===== src/rtl/care_action_ctrl.sv =====
// Care-action menu controller: debounced NEXT/SELECT buttons drive a six-entry
// cursor and fire one-cycle action pulses separated by a global cooldown.

module care_btn_cond #(
    parameter int DEBOUNCE_CYCLES = 16,
    parameter int CNT_W           = 4
) (
    input  logic clk,
    input  logic reset,
    input  logic raw,
    output logic press
);

    logic             sync_p0;
    logic             sync_p1;
    logic             level_p2;
    logic             level_p3;
    logic [CNT_W-1:0] cnt;

    always_ff @(posedge clk or posedge reset) begin
        if (reset) begin
            sync_p0  <= 1'b0;
            sync_p1  <= 1'b0;
            level_p2 <= 1'b0;
            level_p3 <= 1'b0;
            cnt      <= '0;
            press    <= 1'b0;
        end else begin
            // synchronizer stage
            sync_p0 <= raw;
            sync_p1 <= sync_p0;

            // debounce stage: level only moves after DEBOUNCE_CYCLES of disagreement
            if (sync_p1 == level_p2) begin
                cnt <= '0;
            end else if (cnt == CNT_W'(DEBOUNCE_CYCLES - 1)) begin
                level_p2 <= sync_p1;
                cnt      <= '0;
            end else begin
                cnt <= cnt + CNT_W'(1);
            end

            // edge stage: press on debounced rise only
            level_p3 <= level_p2;
            press    <= level_p2 & ~level_p3;
        end
    end

endmodule

module care_action_ctrl #(
    parameter int DEBOUNCE_CYCLES = 16,
    parameter int COOLDOWN_CYCLES = 1000
) (
    input  logic       clk,
    input  logic       reset,
    input  logic       btn_next,
    input  logic       btn_select,
    output logic [7:0] actions,
    output logic [2:0] menu_sel,
    output logic [2:0] last_action,
    output logic       cooldown_active,
    output logic       reject
);

    localparam int MAX_CYC = (DEBOUNCE_CYCLES > COOLDOWN_CYCLES) ? DEBOUNCE_CYCLES
                                                                 : COOLDOWN_CYCLES;
    localparam int CNT_W   = (MAX_CYC > 1) ? $clog2(MAX_CYC) : 1;

    localparam logic [1:0] ST_IDLE     = 2'd0;
    localparam logic [1:0] ST_FIRE     = 2'd1;
    localparam logic [1:0] ST_COOLDOWN = 2'd2;

    logic             next_press;
    logic             sel_press;
    logic [1:0]       state;
    logic [2:0]       idx;
    logic [CNT_W-1:0] cd_cnt;

    function automatic logic [7:0] action_vec(input logic [2:0] i);
        action_vec = 8'd0;
        if (i <= 3'd5) begin
            action_vec[i] = 1'b1;
        end
    endfunction

    function automatic logic [2:0] next_sel(input logic [2:0] s);
        next_sel = (s >= 3'd5) ? 3'd0 : s + 3'd1;
    endfunction

    care_btn_cond #(
        .DEBOUNCE_CYCLES(DEBOUNCE_CYCLES),
        .CNT_W          (CNT_W)
    ) u_next (
        .clk  (clk),
        .reset(reset),
        .raw  (btn_next),
        .press(next_press)
    );

    care_btn_cond #(
        .DEBOUNCE_CYCLES(DEBOUNCE_CYCLES),
        .CNT_W          (CNT_W)
    ) u_select (
        .clk  (clk),
        .reset(reset),
        .raw  (btn_select),
        .press(sel_press)
    );

    always_ff @(posedge clk or posedge reset) begin
        if (reset) begin
            state       <= ST_IDLE;
            idx         <= 3'd0;
            cd_cnt      <= '0;
            menu_sel    <= 3'd0;
            last_action <= 3'd0;
            actions     <= 8'd0;
            reject      <= 1'b0;
        end else begin
            actions <= 8'd0;
            reject  <= 1'b0;

            if (next_press) begin
                menu_sel <= next_sel(menu_sel);
            end

            // actions is registered on IDLE->FIRE so it is high exactly during FIRE
            case (state)
                ST_IDLE: begin
                    if (sel_press) begin
                        idx     <= menu_sel;
                        actions <= action_vec(menu_sel);
                        state   <= ST_FIRE;
                    end
                end
                ST_FIRE: begin
                    last_action <= idx;
                    cd_cnt      <= CNT_W'(COOLDOWN_CYCLES - 1);
                    reject      <= sel_press;
                    state       <= ST_COOLDOWN;
                end
                ST_COOLDOWN: begin
                    reject <= sel_press;
                    if (cd_cnt == '0) begin
                        state <= ST_IDLE;
                    end else begin
                        cd_cnt <= cd_cnt - CNT_W'(1);
                    end
                end
                default: begin
                    state <= ST_IDLE;
                end
            endcase
        end
    end

    assign cooldown_active = (state == ST_COOLDOWN);

endmodule


===== config.mk =====
export PLATFORM = sky130hd
export DESIGN_NAME = care_action_ctrl
export DESIGN_NICKNAME = d
export VERILOG_FILES = /design/src/rtl/care_action_ctrl.sv
export SDC_FILE = /design/constraint.sdc
export NUM_CORES = 1
export LEC_CHECK = 0
export CAP_MARGIN = 30
export CORE_ASPECT_RATIO = 1.4
export CORE_MARGIN = 8
export CORE_UTILIZATION = 25
export CTS_BUF_LIST = sky130_fd_sc_hd__clkbuf_4
export CTS_CLUSTER_SIZE = 24
export DETAILED_ROUTE_END_ITERATION = 10
export PLACE_DENSITY = 0.49
export SLEW_MARGIN = 20
export SYNTH_ARGS = -nofsm -noshare
export SYNTH_HDL_FRONTEND = slang
export SYNTH_SLANG_ARGS = --single-unit

===== constraint.sdc =====
create_clock -name clk -period 2.75 [get_ports clk]
set_clock_uncertainty 0.15 [all_clocks]
set_input_delay 0.55 -clock clk [delete_from_list [all_inputs] [get_ports clk]]
set_output_delay 0.55 -clock clk [all_outputs]
set_load 0.03 [all_outputs]

Word level (Yosys, flattened, before mapping)
Index checks and enable logic that the tools add are counted.

word-level totals
  bits of input ports = 4
  flip-flop bits (word level) = 60
  logic and storage cells = 68
  output and inout port bits = 16

operators by class
  add/subtract/negate cells = 4
  order comparisons = 4
  reduce and logical (&&, ||, !) cells = 10
  bitwise gates (word level) = 6
  equality and inequality tests = 9
  muxes and demuxes = 16

operator list
  cell                   number
  $mux 10                5
  $mux 8                 3
  $add 10x1->10 const B  2
  $eq 10x4->1 const B    2
  $pmux 10 s2            1
  $logic_not 10->1       1
  $reduce_and 2->1       5
  $sub 10x1->10 const B  1
  $pmux 2 s3             1
  $lt 3x4->1 const B     1
  $mux 2                 2
  $ne 2x1->1 const B     2
  $not 1->1              4
  $add 3x1->3 const B    1
  $demux 1 s3            1
  $ge 3x1->1 const B     1
  $ge 3x3->1 const B     1
  $le 3x3->1 const B     1
  $mux 3                 1
  $and 1x1->1            2
  $eq 1x1->1             2
  $eq 2x1->1 const B     1
  $eq 2x2->1 const B     1
  $logic_not 2->1        1
  other kinds (5)        6

Depth between registers and ports, before layout
  depth after elaboration = 7
  depth in mapped cells = 7
  mapped depth without buffers = 6

Modules after synthesis
From an unflattened synthesis, not the netlist that was laid out.

unflattened totals
  cells, all modules = 249
  area total of the unflattened synthesis = 2733.9 um2

by module, submodules not included
  module            area an instance (um2)  times used  cells an instance  sequential area each (um2)
  care_action_ctrl  1395.1                  1           129                750.7
  care_btn_cond     669.4                   2           60                 375.4

Least setup slack after synthesis
Ideal clock, no wire load.

  kind = register to register
  start point = register u_next.cnt[6]
  end point = register u_next.level_p2
  required time = 2.475 ns
  period minus slack after synthesis = 1.899 ns
  setup time = 0.125 ns
  path buffers = 0
  path slack = 0.851 ns
  arrival time = 1.624 ns
  cell stages (with the launch flop) = 4
  cells stage by stage = dfrtp_1 > or4_1 > or4_4 > mux2_4

on the way
  word-level cells in the longest chain between the ends = 2

RTL lines
  element                            RTL line  source
  start, declared                    18        logic [CNT_W-1:0] cnt;
  start signal, assigned             40        cnt <= cnt + CNT_W'(1);
  $eq 10x4->1                        36        end else if (cnt == CNT_W'(DEBOUNCE_CYCLES - 1)) begin
  $reduce_and 2->1 (no source line)  --
  end signal, assigned               37        level_p2 <= sync_p1;
  end, declared                      16        logic level_p2;

No other way between the ends.
A chain may end at the register's enable or synchronous reset.

Worst setup path in the final report
  start point = register state[0]
  end point = output port cooldown_active

on the way
  word-level cells in the longest chain between the ends = 1

RTL lines
  element                 RTL line  source
  start, declared         76        logic [1:0] state;
  start signal, assigned  113       state <= ST_IDLE;
  start signal, assigned  134       state <= ST_FIRE;
  start signal, assigned  141       state <= ST_COOLDOWN;
  $eq 2x2->1              158       assign cooldown_active = (state == ST_COOLDOWN);
  end, declared           62        output logic cooldown_active,

No other way between the ends.

==> flow_metrics.tcl <==
set metrics [dict create \
    fill_cells 1035 \
    yosys-top-cells-area "dfrtp_1, nor2_1, ha_1" \
    synth_top_cells_by_count "dfrtp_1, nor2_1, nand2_1" \
    setup_tns_ns 0 \
    hold_viol 0 \
    seqCellArea_um2 1500 \
    fin_crit_ns 2.53 \
    worstHoldPathType "flip-flop to flip-flop" \
    insertion_delay_ns 0.41 \
    coreArea_um2 10200 \
    total_power_mw 2.05 \
    max_freq_mhz 395 \
    critPathLaunchType "flip-flop" \
    timing.slew.headroom 0.579 \
    cts_tree "built" \
    setup_viol 0 \
    grt_pass1_vias 1793 \
    synth_ff_type "dfrtp_1" \
    timing.final.ws_setup_ns 0.217 \
    syn_nets 243 \
    maxSlewViolCount 0 \
    die_y_um 136 \
    cts.repair.resized 0 \
    netlist_area_um2 2580 \
    drive_gt1_frac 0.132 \
    ctsHoldBuffers 0 \
    worst_pin_slew_ns 0.626 \
    initial_utilization 0.253 \
    root_buffer "clkbuf_4" \
    clockBufferDepth 2 \
    required_ns 2.05 \
    fin_nets 272 \
    pre_cts_ws_ns 0.657 \
    drtIter0Drc 62 \
    wl_mm 4.73 \
    ys_seq_elements 60 \
    critical_path.max_fanout 3 \
    synth_area_leader_cell "dfrtp_1" \
    peakVddDrop_mv 0.245 \
    via_count 1738 \
    crit_path_end_kind "primary output" \
    path_clk_slew_ns 0.11 \
    maxCapViolCount 0 \
    routabilityCongestion 0.750 \
    cts_setup_buffers 0 \
    viasPerCell 4.30 \
    p_leak_nw 1.43 \
    grt_use_total 0.0780 \
    grt_pass1_wl_mm 8.31 \
    synth_warnings 0 \
    grt_max_degree 61 \
    dpl.hpwl_mm 3.21 \
    area_growth_pct 22.3 \
    finalCritPeriodShare 0.921 \
    synthArstFlopShare 1.00 \
    first_pass_iters 4 \
    row_count 44 \
    yosys.area.top_type_share 0.583 \
    htreeDepth 3 \
    synthesis.instances 231 \
    cp_data_arrival_time_ns 1.83 \
    numCtsBuffers 9 \
    multi_input_area_um2 1020 \
    wl_per_cell_um 11.7 \
    synth_edf_count 0 \
    io_pins 20 \
    path_class "flip-flop to primary output" \
    synth.yosys.seq_area_share 0.583 \
    die_area_um2 13900 \
    rsz0062_at_grt "false" \
    grt_antenna_before_repair 1 \
    status "complete, no violations" \
    ant_nets 0 \
    ys_types 37 \
    clock-sinks 60 \
    yosysMostFrequentCell "dfrtp_1" \
    overflow 0 \
    port_buffers 19 \
    power.density_nw_per_um2 650 \
    synth_area_per_cell_um2 11.2 \
    die_w_um 102 \
    route.detailed.drc 0 \
]
-- per-stage QoR --
step | utilization | hold slack [ns] | std cells | cell area (µm²)
floorplan | - | 0.181 | 231 | 2580
global placement | 0.291 | 0.188 | 387 | 2960
detailed placement | 0.291 | 0.187 | 387 | 2960
CTS | 0.309 | 0.212 | 403 | 3150
global route | 0.309 | 0.235 | 404 | 3150
finish | 0.309 | 0.207 | 404 | 3150
-- worst max-delay path: stages, from the launching register on --
cell and delay, ns:
dfrtp_1 0.42, inv_1 0.09, ha_1 0.22, clkdlybuf4s50_1 0.70
-- cell type report --
| type | count | share of cell area |
|---|---|---|
| sequential | 60 | 0.476 |
| multi-input combinational | 156 | 0.323 |
| timing repair buffer | 22 | 0.0715 |
| tap | 138 | 0.0548 |
| clock inverter | 7 | 0.0389 |
| clock buffer | 9 | 0.0214 |
| inverter | 11 | 0.0131 |
| antenna | 1 | 0.000794 |
-- power breakdown --
| group | leakage, nW | internal [mW] | switching [mW] |
|---|---|---|---|
| Combinational | 0.520 | 0.0979 | 0.153 |
| Clock | 0.0928 | 0.464 | 0.362 |
| Sequential | 0.822 | 0.926 | 0.0459 |
-- routing by layer --
metal | vias up | GRT usage | share of wire
met5 | - | 0 | 0
met3 | 10 | 0.0226 | 0.048
li1 | 860 | - | -
met2 | 30 | 0.125 | 0.48
met4 | 0 | 0.0648 | 0.035
met1 | 838 | 0.0830 | 0.44
-- flip-flops by register name, indices dropped and copies added, names as in the netlist --
signal             cells
u_select.press         1
u_select.level_p3      1
idx                    3
u_next.cnt            10
u_select.level_p2      1
state                  2
cd_cnt                10
reject                 1
u_select.sync_p1       1
u_next.press           1
u_select.sync_p0       1
u_next.level_p2        1
actions                8
u_select.cnt          10
u_next.level_p3        1
last_action            3
menu_sel               3
u_next.sync_p1         1
u_next.sync_p0         1
-- logic make-up (layout without fill, tap and decap cells) --
family,after synthesis,in the layout,share of synthesized area
DFF,60,60,0.583
buffers and inverters,15,49,0.0219
xor gates and xnor gates,18,18,0.0612
adders and majority gates,8,8,0.0389
muxes,10,10,0.0452
AOI/OAI and AO/OA,24,24,0.0578
other,0,1,0
and+or+nand+nor,96,96,0.192
-- layout by cell type (no fill, tap or decap), types with 3 or more instances in the layout --
cell type,count
a21oi_1,6
bufinv_16,3
clkbuf_4,9
clkdlybuf4s50_1,19
dfrtp_1,60
ha_1,8
inv_1,10
mux2_2,5
mux2i_1,3
nand2_1,17
nand3_1,7
nand4_1,7
nor2_1,31
nor2b_1,4
nor3_1,6
nor4_1,4
o21ai_0,10
xnor2_1,7
xor2_1,11
-- worst paths after layout --
path / endpoint / slack [ns] / cells after the start / from
hold reg to reg: u_select.sync_p1 / 0.21 / 0 / u_select.sync_p0
setup / recovery: cooldown_active / 0.22 / 3 / state[0]
max in group asynchronous: cd_cnt[8] / 1.82 / 3 / reset
setup reg to reg: state[1] / 0.72 / 7 / cd_cnt[0]
hold / removal: u_select.sync_p1 / 0.21 / 0 / u_select.sync_p0
min in group asynchronous: u_select.cnt[8] / 0.34 / 3 / reset
No activity file was read; power rests on OpenSTA's default activity.
